$ cat src/rtl/serial_tx_pkg.sv
// Shared types for the serial word transmitter.
package serial_tx_pkg;

    typedef enum logic [2:0] {
        IDLE   = 3'd0,
        START  = 3'd1,
        DATA   = 3'd2,
        PARITY = 3'd3,
        STOP   = 3'd4
    } tx_state_t;

    // Level driven on the line whenever no frame is in flight
    localparam logic IDLE_LEVEL = 1'b1;

endpackage

$ cat src/rtl/flex_pts_sr.sv
// Parallel-to-serial shift register. Load wins over shift, vacated bits fill with 1s
// so that an over-shifted register naturally presents the idle level.
module flex_pts_sr #(
    parameter int NUM_BITS  = 8,
    parameter int SHIFT_MSB = 0
) (
    input  logic                clk,
    input  logic                rst,
    input  logic                load_enable,
    input  logic                shift_enable,
    input  logic [NUM_BITS-1:0] parallel_in,
    output logic                serial_out
);

    logic [NUM_BITS-1:0] sr;

    // Capture a new word or advance by one bit toward the output end
    always_ff @(posedge clk or posedge rst) begin
        if (rst) begin
            sr <= '1;
        end else if (load_enable) begin
            sr <= parallel_in;
        end else if (shift_enable) begin
            if (SHIFT_MSB != 0) begin
                sr <= {sr[NUM_BITS-2:0], 1'b1};
            end else begin
                sr <= {1'b1, sr[NUM_BITS-1:1]};
            end
        end
    end

    assign serial_out = (SHIFT_MSB != 0) ? sr[NUM_BITS-1] : sr[0];

endmodule

$ cat src/rtl/serial_word_tx.sv
// Framed parallel-to-serial word transmitter: start(0), data, optional parity, stop(1).
// Optional even-parity bit enabled by defining SERIAL_TX_PARITY_EN.
//
// state  | meaning
// IDLE   | line high, ready for a word
// START  | driving start bit (0)
// DATA   | driving NUM_BITS data bits from the shift register
// PARITY | driving even parity of the captured word (optional)
// STOP   | driving stop bit (1); tx_done pulses on exit
module serial_word_tx
    import serial_tx_pkg::*;
#(
    parameter int NUM_BITS     = 8,
    parameter int SHIFT_MSB    = 0,
    parameter int CLKS_PER_BIT = 10
) (
    input  logic                clk,
    input  logic                rst,
    input  logic [NUM_BITS-1:0] tx_data,
    input  logic                tx_valid,
    output logic                tx_ready,
    output logic                serial_out,
    output logic                tx_busy,
    output logic                tx_done
);

    localparam int CW = $clog2(CLKS_PER_BIT + 1);
    localparam int BW = $clog2(NUM_BITS + 1);
    localparam logic [CW-1:0] CNT_LOAD = CW'(CLKS_PER_BIT);
    localparam logic [BW-1:0] BIT_LOAD = BW'(NUM_BITS);

    tx_state_t     state;
    logic [CW-1:0] clk_cnt;
    logic [BW-1:0] bit_cnt;
    logic          sr_out;
    logic          load_en;
    logic          shift_en;
    logic          bit_end;
`ifdef SERIAL_TX_PARITY_EN
    logic          parity_q;
`endif

    assign bit_end  = (clk_cnt == CW'(1));
    assign load_en  = tx_valid && tx_ready;
    // Shift on every transition into the next data bit so sr_out always holds the upcoming bit
    assign shift_en = bit_end && ((state == START) || (state == DATA));

    flex_pts_sr #(
        .NUM_BITS  (NUM_BITS),
        .SHIFT_MSB (SHIFT_MSB)
    ) u_pts_sr (
        .clk          (clk),
        .rst          (rst),
        .load_enable  (load_en),
        .shift_enable (shift_en),
        .parallel_in  (tx_data),
        .serial_out   (sr_out)
    );

    // Frame sequencer with bit-period and bit counters; all outputs registered
    always_ff @(posedge clk or posedge rst) begin
        if (rst) begin
            state      <= IDLE;
            clk_cnt    <= '0;
            bit_cnt    <= '0;
            serial_out <= IDLE_LEVEL;
            tx_ready   <= 1'b1;
            tx_busy    <= 1'b0;
            tx_done    <= 1'b0;
`ifdef SERIAL_TX_PARITY_EN
            parity_q   <= 1'b0;
`endif
        end else begin
            tx_done <= 1'b0;
            case (state)
                IDLE: begin
                    if (load_en) begin
                        state      <= START;
                        clk_cnt    <= CNT_LOAD;
                        serial_out <= 1'b0;
                        tx_ready   <= 1'b0;
                        tx_busy    <= 1'b1;
`ifdef SERIAL_TX_PARITY_EN
                        parity_q   <= ^tx_data;
`endif
                    end
                end
                START: begin
                    if (bit_end) begin
                        state      <= DATA;
                        clk_cnt    <= CNT_LOAD;
                        bit_cnt    <= BIT_LOAD;
                        serial_out <= sr_out;
                    end else begin
                        clk_cnt <= clk_cnt - CW'(1);
                    end
                end
                DATA: begin
                    if (bit_end) begin
                        clk_cnt <= CNT_LOAD;
                        bit_cnt <= bit_cnt - BW'(1);
                        if (bit_cnt == BW'(1)) begin
`ifdef SERIAL_TX_PARITY_EN
                            state      <= PARITY;
                            serial_out <= parity_q;
`else
                            state      <= STOP;
                            serial_out <= IDLE_LEVEL;
`endif
                        end else begin
                            serial_out <= sr_out;
                        end
                    end else begin
                        clk_cnt <= clk_cnt - CW'(1);
                    end
                end
`ifdef SERIAL_TX_PARITY_EN
                PARITY: begin
                    if (bit_end) begin
                        state      <= STOP;
                        clk_cnt    <= CNT_LOAD;
                        serial_out <= IDLE_LEVEL;
                    end else begin
                        clk_cnt <= clk_cnt - CW'(1);
                    end
                end
`endif
                STOP: begin
                    if (bit_end) begin
                        state      <= IDLE;
                        clk_cnt    <= '0;
                        serial_out <= IDLE_LEVEL;
                        tx_ready   <= 1'b1;
                        tx_busy    <= 1'b0;
                        tx_done    <= 1'b1;
                    end else begin
                        clk_cnt <= clk_cnt - CW'(1);
                    end
                end
                default: begin
                    state      <= IDLE;
                    clk_cnt    <= '0;
                    bit_cnt    <= '0;
                    serial_out <= IDLE_LEVEL;
                    tx_ready   <= 1'b1;
                    tx_busy    <= 1'b0;
                end
            endcase
        end
    end

endmodule
$ cat config.mk
export PLATFORM = sky130hd
export DESIGN_NAME = serial_word_tx
export DESIGN_NICKNAME = d
export VERILOG_FILES = /design/src/rtl/serial_tx_pkg.sv /design/src/rtl/flex_pts_sr.sv /design/src/rtl/serial_word_tx.sv
export SDC_FILE = /design/constraint.sdc
export NUM_CORES = 1
export LEC_CHECK = 0
export ABC_AREA = 1
export BUFFER_PORTS_ARGS = -buffer_cell sky130_fd_sc_hd__buf_2
export CORE_MARGIN = 2
export CORE_UTILIZATION = 51
export CTS_CLUSTER_DIAMETER = 40
export DETAILED_ROUTE_END_ITERATION = 8
export PLACE_DENSITY = 0.74
export SYNTH_ARGS = -nofsm -noshare
export SYNTH_HDL_FRONTEND = slang
export SYNTH_SLANG_ARGS = --single-unit
$ cat constraint.sdc
create_clock -name clk -period 1.3 [get_ports clk]
set_input_delay 0.065 -clock clk [delete_from_list [all_inputs] [get_ports clk]]
set_output_delay 0.065 -clock clk [all_outputs]
set_load 0.005 [all_outputs]
==> results of run 1 <==
state kept, by name (all words and copies together), names as in the netlist:
register     cells
u_pts_sr.sr      8
bit_cnt          4
clk_cnt          4
state            3
serial_out       1
tx_busy          1
tx_done          1
tx_ready         1
worst max-delay path by stage:
stage,start,endpoint,slack [ns]
2_1_floorplan,clk_cnt[1],tx_busy,0.008
3_3_place_gp,clk_cnt[0],state[0],-0.10
3_5_place_dp,clk_cnt[1],state[2],-0.11
4_1_cts,clk_cnt[1],state[0],-0.08
5_1_grt,clk_cnt[1],clk_cnt[3],-0.16
6_report,clk_cnt[1],state[2],-0.08
per-stage QoR:
stage	setup slack, ns	setup TNS, ns	power (mW)	std cells	hold slack (ns)
2_1_floorplan	0.00811	0	2.93	176	0.0595
3_3_place_gp	-0.104	-0.538	3.68	240	0.117
3_5_place_dp	-0.114	-0.888	3.78	240	0.128
4_1_cts	-0.0784	-0.295	4.37	251	0.0353
5_1_grt	-0.160	-1.91	5.37	255	0.0604
6_report	-0.0819	-0.458	4.96	255	0.0404
synth_stat cells:
master    instances
o21bai_1          1
nand2_4           3
a21oi_2           1
inv_1            24
nand2_1          54
nor2_2            3
nand4_1           3
o21ai_0          16
inv_2             3
o21ai_2           5
nand3_2           2
nor2_1            7
nor2_4            1
xor2_1            2
buf_2             1
a21oi_1           3
nand3_1          15
ha_1              4
dfstp_2          10
or2_0             1
nand2_2           3
buf_6             1
dfrtp_1          13
cells by family (layout without fill, tap and decap cells):
group,Yosys count,in the layout
XOR/XNOR,2,2
buffers and inverters,29,77
AO/OA/AOI/OAI,26,26
flip-flops,23,23
adder cells (fa/ha/maj),4,4
AND/OR/NAND/NOR,92,93
per-layer routing:
| metal | up-vias | track usage [%] |
|---|---|---|
| li1 | 658 | - |
| met1 | 626 | 27.4 |
| met2 | 31 | 40.3 |
| met3 | 12 | 2.33 |
| met4 | 0 | 8.01 |
| met5 | - | 0 |
power groups by stage:
stage / Sequential, mW / Clock [mW] / Combinational, mW
after floorplan: 1.31 / 0 / 1.62
after global placement: 1.33 / 0 / 2.35
after detailed placement: 1.34 / 0 / 2.44
after CTS: 1.32 / 0.363 / 2.68
after global routing: 1.40 / 0.391 / 3.58
final: 1.37 / 0.349 / 3.24
worst max-delay path, delay by kind of cell (launching register included):
kind / cells / cell delay [ns]
fa+ha+maj: 1 / 0.14
buf+inv: 2 / 0.12
flops: 1 / 0.42
simple gates: 6 / 0.62
timing repair:
item / 4_1_cts / 5_1_grt
gates cloned: 1 / 0
resized for setup: 10 / 45
hold buffers: 2 / 0
endpoints found under the setup margin: 17 / 22
setup buffers: 4 / 4
pin swaps: 6 / 16
hold endpoints to repair: 14 / 0
area by class of cell:
| type | instances | share of cell area (%) |
|---|---|---|
| multi-input combinational | 125 | 43.0 |
| sequential | 23 | 30.3 |
| timing repair buffer | 46 | 17.9 |
| inverter | 27 | 5.45 |
| tap | 30 | 1.92 |
| clock buffer | 4 | 1.35 |
==> results.md, run 1 <==
* Outcome: finished with violations
* Violated checks: setup timing
* Die Wd at 55.6 µm
* DR vias/cell at 5.20
* #FFs+latches synth at 23
* Final critical-path share of the clock period at 106%
* Final WL at 3480 µm
* Total iterations of the first detailed-routing run at 4
* Yosys cell types at 23
* Peak VDD IR at 1.83 mV
* R2r endpoint: state[2]
* Drt wl/cell at 13.6 µm
* Hold Crit Endpoint: u_pts_sr.sr[3]
* Site Rows at 18
* Power Internal at 2.69 mW
* Vert. Die Dim at 55.6 µm
* Non-Filler Cell Area, Final at 1950 µm²
* Syn nets at 191
* Register area share after synthesis at 43.2%
* Most used cell, CP: nor2_4
* Initial core utilization at 54.4%
* FMAX at 724 MHz
* Synth area leader: dfrtp_1
* Post-synthesis mux area share at 0%
* Largest fanout on the critical path at 4
* Net Sw Frac at 45.7%
* Max-slew violation count at 0
* Met3 wire len at 104 µm
* Largest family of logic cells by synthesized area: simple AND/OR/NAND/NOR gates
* Initial antenna violation count at 0
* Comb pwr share at 65.4%
* First-pass GRT wire length at 5580 µm
* Final setup violation count at 12
* Kind of critical path: flip-flop to flip-flop
* Power Density at 2540 nW/µm²
* DPL Wire Length at 2220 µm
* Reg2reg setup slack at -0.08 ns
* Clk pwr share at 7.0%
* Crit start category: flip-flop
* Crit path DAT at 1.61 ns
* Synthesis-to-layout area growth at 43.6%
* Max-capacitance violation count at 0
* Synth Area in Compound Gates at 11.4%
* Simple-gate portion of the synthesized area at 31.7%
* DP Area at 1640 µm²
* Clock latency on the worst-skew pair at 0.32 ns
* M1 WL at 1430 µm
* Psw at 2.26 mW
* Fillers at 161
* Cell count of the worst hold path at 5
* Vias in the first global route at 1297
* DR WL met2 at 1860 µm
* Ranking of synthesized cells by area: dfrtp_1, dfstp_2, nand2_1
* Final core utilization at 78.1%
* Via count at 1327
* YS warnings at 0
* Core area at 2500 µm²
* Adder-Cell Fraction of Synth Area at 3.68%
* DRC viols at 0
* Placer Congestion at 0.897
* Syn_area_per_cell at 7.73 µm²
* Worst EP required at 1.53 ns
* RSZ-0062 raised after global routing: true
* CP endpoint kind: flip-flop
* Fraction of layout cells with a size suffix above 1 at 48.0%
* CTS root buffer: clkbuf_4
* Top sig layer: met4
* Least-Margin Pin Slew at 0.310 ns
* CP Cell Sequence: inv_2 -> ha_4 -> nand2_4 -> nor2_4 -> nor2_2 -> nor2_4 -> nand3_1 -> nand2_1 -> inv_1
* H-tree level count at 1
* Initial detailed-routing violation count at 59
* Fin. Hold Viols at 0
* Total CTS buffers at 3
* CTS tree: yes
* Routed Antenna Nets at 0
* Hold crit path type: input pin to flip-flop
* Seq pwr share at 27.6%
* Leakage Power at 0.998 nW
* Total Routing Usage GR at 22.3%
* Register Area at 592 µm²
* Post-Syn Instances at 176
* Worst Min Path Start: tx_data[3]
* RR Startpoint: clk_cnt[1]
* # IOs at 15
* Longest Clk Path Bufs at 2
* Largest net degree at the start of global routing at 24
* Final net count at 241
* Post-synthesis xor/xnor area fraction at 1.29%
* Final WS setup at -0.0819 ns
* Clk slew on worst S/H paths at 0.14 ns
* Die area at 3100 µm²
* Multi-input logic area at 841 µm²
* Antenna diode count at 0
* Worst Skew at 0.00767 ns
* Synth top area share at 23.9%
* Slew headroom at 79.3%
* Syn Std Cell Area at 1360 µm²
* Sinks on Clock Net at 23
* Commonest non-fill, non-tap cells in the layout: nand2_1, buf_4, inv_1
* Crit-path max cell delay at 0.42 ns
* Depth of the worst register-to-register path at 9
* Port-buffer cells at 14
* Crit path time final at 1.38 ns
* GRT overflow at 0
* Crit-path slowest cell: dfrtp_1
* Commonest non-fill, non-tap cell in the layout: nand2_1
No activity file was read; power rests on OpenSTA's default activity.
==> run 2, diff against run 1 <==
Settings changed: CORE_UTILIZATION 51 to 55, PLACE_DENSITY 0.74 to 0.76.
Clock period 1.3 ns to 1.7 ns, I/O delays scaled along.
==> run 2 against run 1 <==
Effect of this change:
- largest cell class unchanged
- design area shrank 22%
- via count shrank 13%
- register-to-register slack gained 0.23 ns
- power shrank 43%
- critical path type unchanged
- the flow now finishes without violations
- combinational power shrank 52%
==> results.md, run 2 (synthesis gave the netlist of run 1 again) <==
* Outcome: finished clean (was finished with violations)
* Final WL at 2610 µm (was 3480 µm)
* Vias in the first global route at 1102 (was 1297)
* CTS root buffer: clkbuf_4 (unchanged)
* Total iterations of the first detailed-routing run at 4 (unchanged)
* Total Routing Usage GR at 21.0% (was 22.3%)
* Power Density at 1860 nW/µm² (was 2540 nW/µm²)
* CTS tree: yes (unchanged)
* Crit path time final at 1.55 ns (was 1.38 ns)
* Power Internal at 1.51 mW (was 2.69 mW)
* Initial antenna violation count at 0 (unchanged)
* Sinks on Clock Net at 23 (unchanged)
* Worst Setup SP: clk_cnt[1] (unchanged)
* RR Startpoint: clk_cnt[1] (unchanged)
* Total Power at 2.82 mW (was 4.96 mW)
* Routed Antenna Nets at 0 (unchanged)
* FMAX at 644 MHz (was 724 MHz)
* DR vias/cell at 5.12 (was 5.20)
* Initial core utilization at 56.4% (was 54.4%)
* CP endpoint kind: flip-flop (unchanged)
* Crit start category: flip-flop (unchanged)
* Least-Margin Pin Slew at 0.290 ns (was 0.310 ns)
* Clk pwr share at 9.1% (was 7.0%)
* Placer Congestion at 0.871 (was 0.897)
* Crit path DAT at 1.77 ns (was 1.61 ns)
* Site Rows at 18 (unchanged)
* Fraction of layout cells with a size suffix above 1 at 26.5% (was 48.0%)
* Final net count at 212 (was 241)
* Max reg flops at 8 (unchanged)
* Worst Skew at 0.00655 ns (was 0.00767 ns)
* Depth of the worst register-to-register path at 9 (unchanged)
* Commonest non-fill, non-tap cell in the layout: nand2_1 (unchanged)
* Psw at 1.32 mW (was 2.26 mW)
* Max-capacitance violation count at 0 (unchanged)
* DPL Wire Length at 2010 µm (was 2220 µm)
* Final critical-path share of the clock period at 91.3% (was 106%)
* DRC viols at 0 (unchanged)
* Longest Clk Path Bufs at 2 (unchanged)
* Fin. Hold Viols at 0 (unchanged)
* Initial detailed-routing violation count at 18 (was 59)
* Largest regs: u_pts_sr.sr x8, bit_cnt x4, clk_cnt x4 (unchanged)
* Die Wd at 53.7 µm (was 55.6 µm)
* Slew headroom at 80.6% (was 79.3%)
* Worst EP required at 1.92 ns (was 1.53 ns)
* Final setup violation count at 0 (was 12)
* # IOs at 15 (unchanged)
* Port-buffer cells at 14 (unchanged)
* Die area at 2890 µm² (was 3100 µm²)
* First-pass GRT wire length at 4420 µm (was 5580 µm)
* Vert. Die Dim at 53.7 µm (was 55.6 µm)
* Clock latency on the worst-skew pair at 0.31 ns (was 0.32 ns)
* Kind of critical path: flip-flop to flip-flop (unchanged)
* Comb pwr share at 55.2% (was 65.4%)
* Final core utilization at 63.1% (was 78.1%)
* Clk slew on worst S/H paths at 0.13 ns (was 0.14 ns)
* Net Sw Frac at 46.6% (was 45.7%)
* Synthesis-to-layout area growth at 11.8% (was 43.6%)
* H-tree level count at 1 (unchanged)
* Antenna diode count at 0 (unchanged)
* Total CTS buffers at 3 (unchanged)
* Drt wl/cell at 11.5 µm (was 13.6 µm)
* Seq pwr share at 35.7% (was 27.6%)
* R2r endpoint: state[2] (unchanged)
* Reg2reg setup slack at 0.15 ns (was -0.08 ns)
* Largest net degree at the start of global routing at 24 (unchanged)
* Largest fanout on the critical path at 5 (was 4)
* Commonest non-fill, non-tap cells in the layout: nand2_1, inv_1, o21ai_0 (was nand2_1, buf_4, inv_1)
* Peak VDD IR at 1.08 mV (was 1.83 mV)
* Biggest register: u_pts_sr.sr (unchanged)
* Leakage Power at 0.811 nW (was 0.998 nW)
* Core area at 2410 µm² (was 2500 µm²)
* Max-slew violation count at 0 (unchanged)
* GRT overflow at 0 (unchanged)
* Crit path to: state[2] (unchanged)
* Via count at 1157 (was 1327)
* Hold crit path type: input pin to flip-flop (unchanged)
-- run 2: cell count changes in the layout (fill, tap and decap cells not counted), moves of 3 or more --
cell / previous run / this run
buf_4: 23 / 3
nand2_1: 43 / 54
o21ai_0: 9 / 16
buf_6: 6 / 0
nand2_2: 9 / 3
nand2_4: 7 / 2
o21ai_1: 5 / 0
inv_1: 20 / 24
nand3_1: 11 / 15
dfrtp_1: 10 / 13
dfrtp_2: 3 / 0
nand3_4: 3 / 0
nor2_1: 4 / 7
nor2_4: 4 / 1
-- run 2: worst min path at each step --
| stage | slack (ns) | end | from | cells past startpoint |
|---|---|---|---|---|
| after detailed placement | 0.15 | bit_cnt[1] | rst | 3 |
| after floorplan | 0.08 | bit_cnt[0] | rst | 1 |
| final | 0.06 | u_pts_sr.sr[7] | tx_data[7] | 3 |
| after global placement | 0.14 | bit_cnt[0] | rst | 3 |
| after global routing | 0.09 | u_pts_sr.sr[3] | tx_data[3] | 5 |
| after CTS | 0.05 | u_pts_sr.sr[7] | tx_data[7] | 3 |
-- run 2: routing by layer --
layer | part of all wire [%] | vias to the layer above | track usage [%]
met3 | 3.0 | 2 | 2.50
li1 | - | 604 | -
met5 | 0 | - | 0
met4 | 0.58 | 0 | 6.41
met2 | 52 | 20 | 38.6
met1 | 45 | 531 | 25.1
-- run 2: per-stage QoR --
stage | hold WS [ns] | cell area [µm²] | TNS (ns) | std cells | setup slack [ns]
6_report | 0.0609 | 1520 | 0 | 226 | 0.148
5_1_grt | 0.0913 | 1520 | -0.0254 | 226 | -0.0193
4_1_cts | 0.0450 | 1500 | 0 | 224 | 0.166
2_1_floorplan | 0.0795 | 1360 | 0 | 176 | 0.385
3_5_place_dp | 0.146 | 1460 | 0 | 219 | 0.191
3_3_place_gp | 0.136 | 1460 | 0 | 219 | 0.243
-- run 2: final cells by class --
type                       instances  area, µm²
tap                               30       37.5
multi-input combinational        124        663
clock buffer                       3       22.5
timing repair buffer              18        103
inverter                          27        101
clock inverter                     1       5.00
sequential                        23        588
fill                             208        890
-- run 2: what timing repair did --
| action | 4_1_cts | 5_1_grt |
|---|---|---|
| gates resized for setup | 0 | 1 |
| setup buffers | 0 | 2 |
| endpoints found under the hold margin | 13 | 0 |
| hold buffers | 1 | 0 |
| setup endpoints to repair | 0 | 1 |
-- run 2: power groups by stage --
stage	clock network, mW	logic, mW	registers, mW
floorplan	0	1.22	0.992
global placement	0	1.47	1.01
detailed placement	0	1.52	1.02
CTS	0.266	1.53	1.01
global route	0.283	1.79	1.04
finish	0.256	1.56	1.01
-- run 2: worst max-delay path: stages, from the launching register on --
cell and delay (ns):
dfrtp_1 0.40, inv_1 0.12, ha_1 0.18, nand2_1 0.10
nor2_4 0.20, nor2_1 0.07, nor2_2 0.16, nand3_1 0.10
nand2_1 0.08, inv_1 0.04
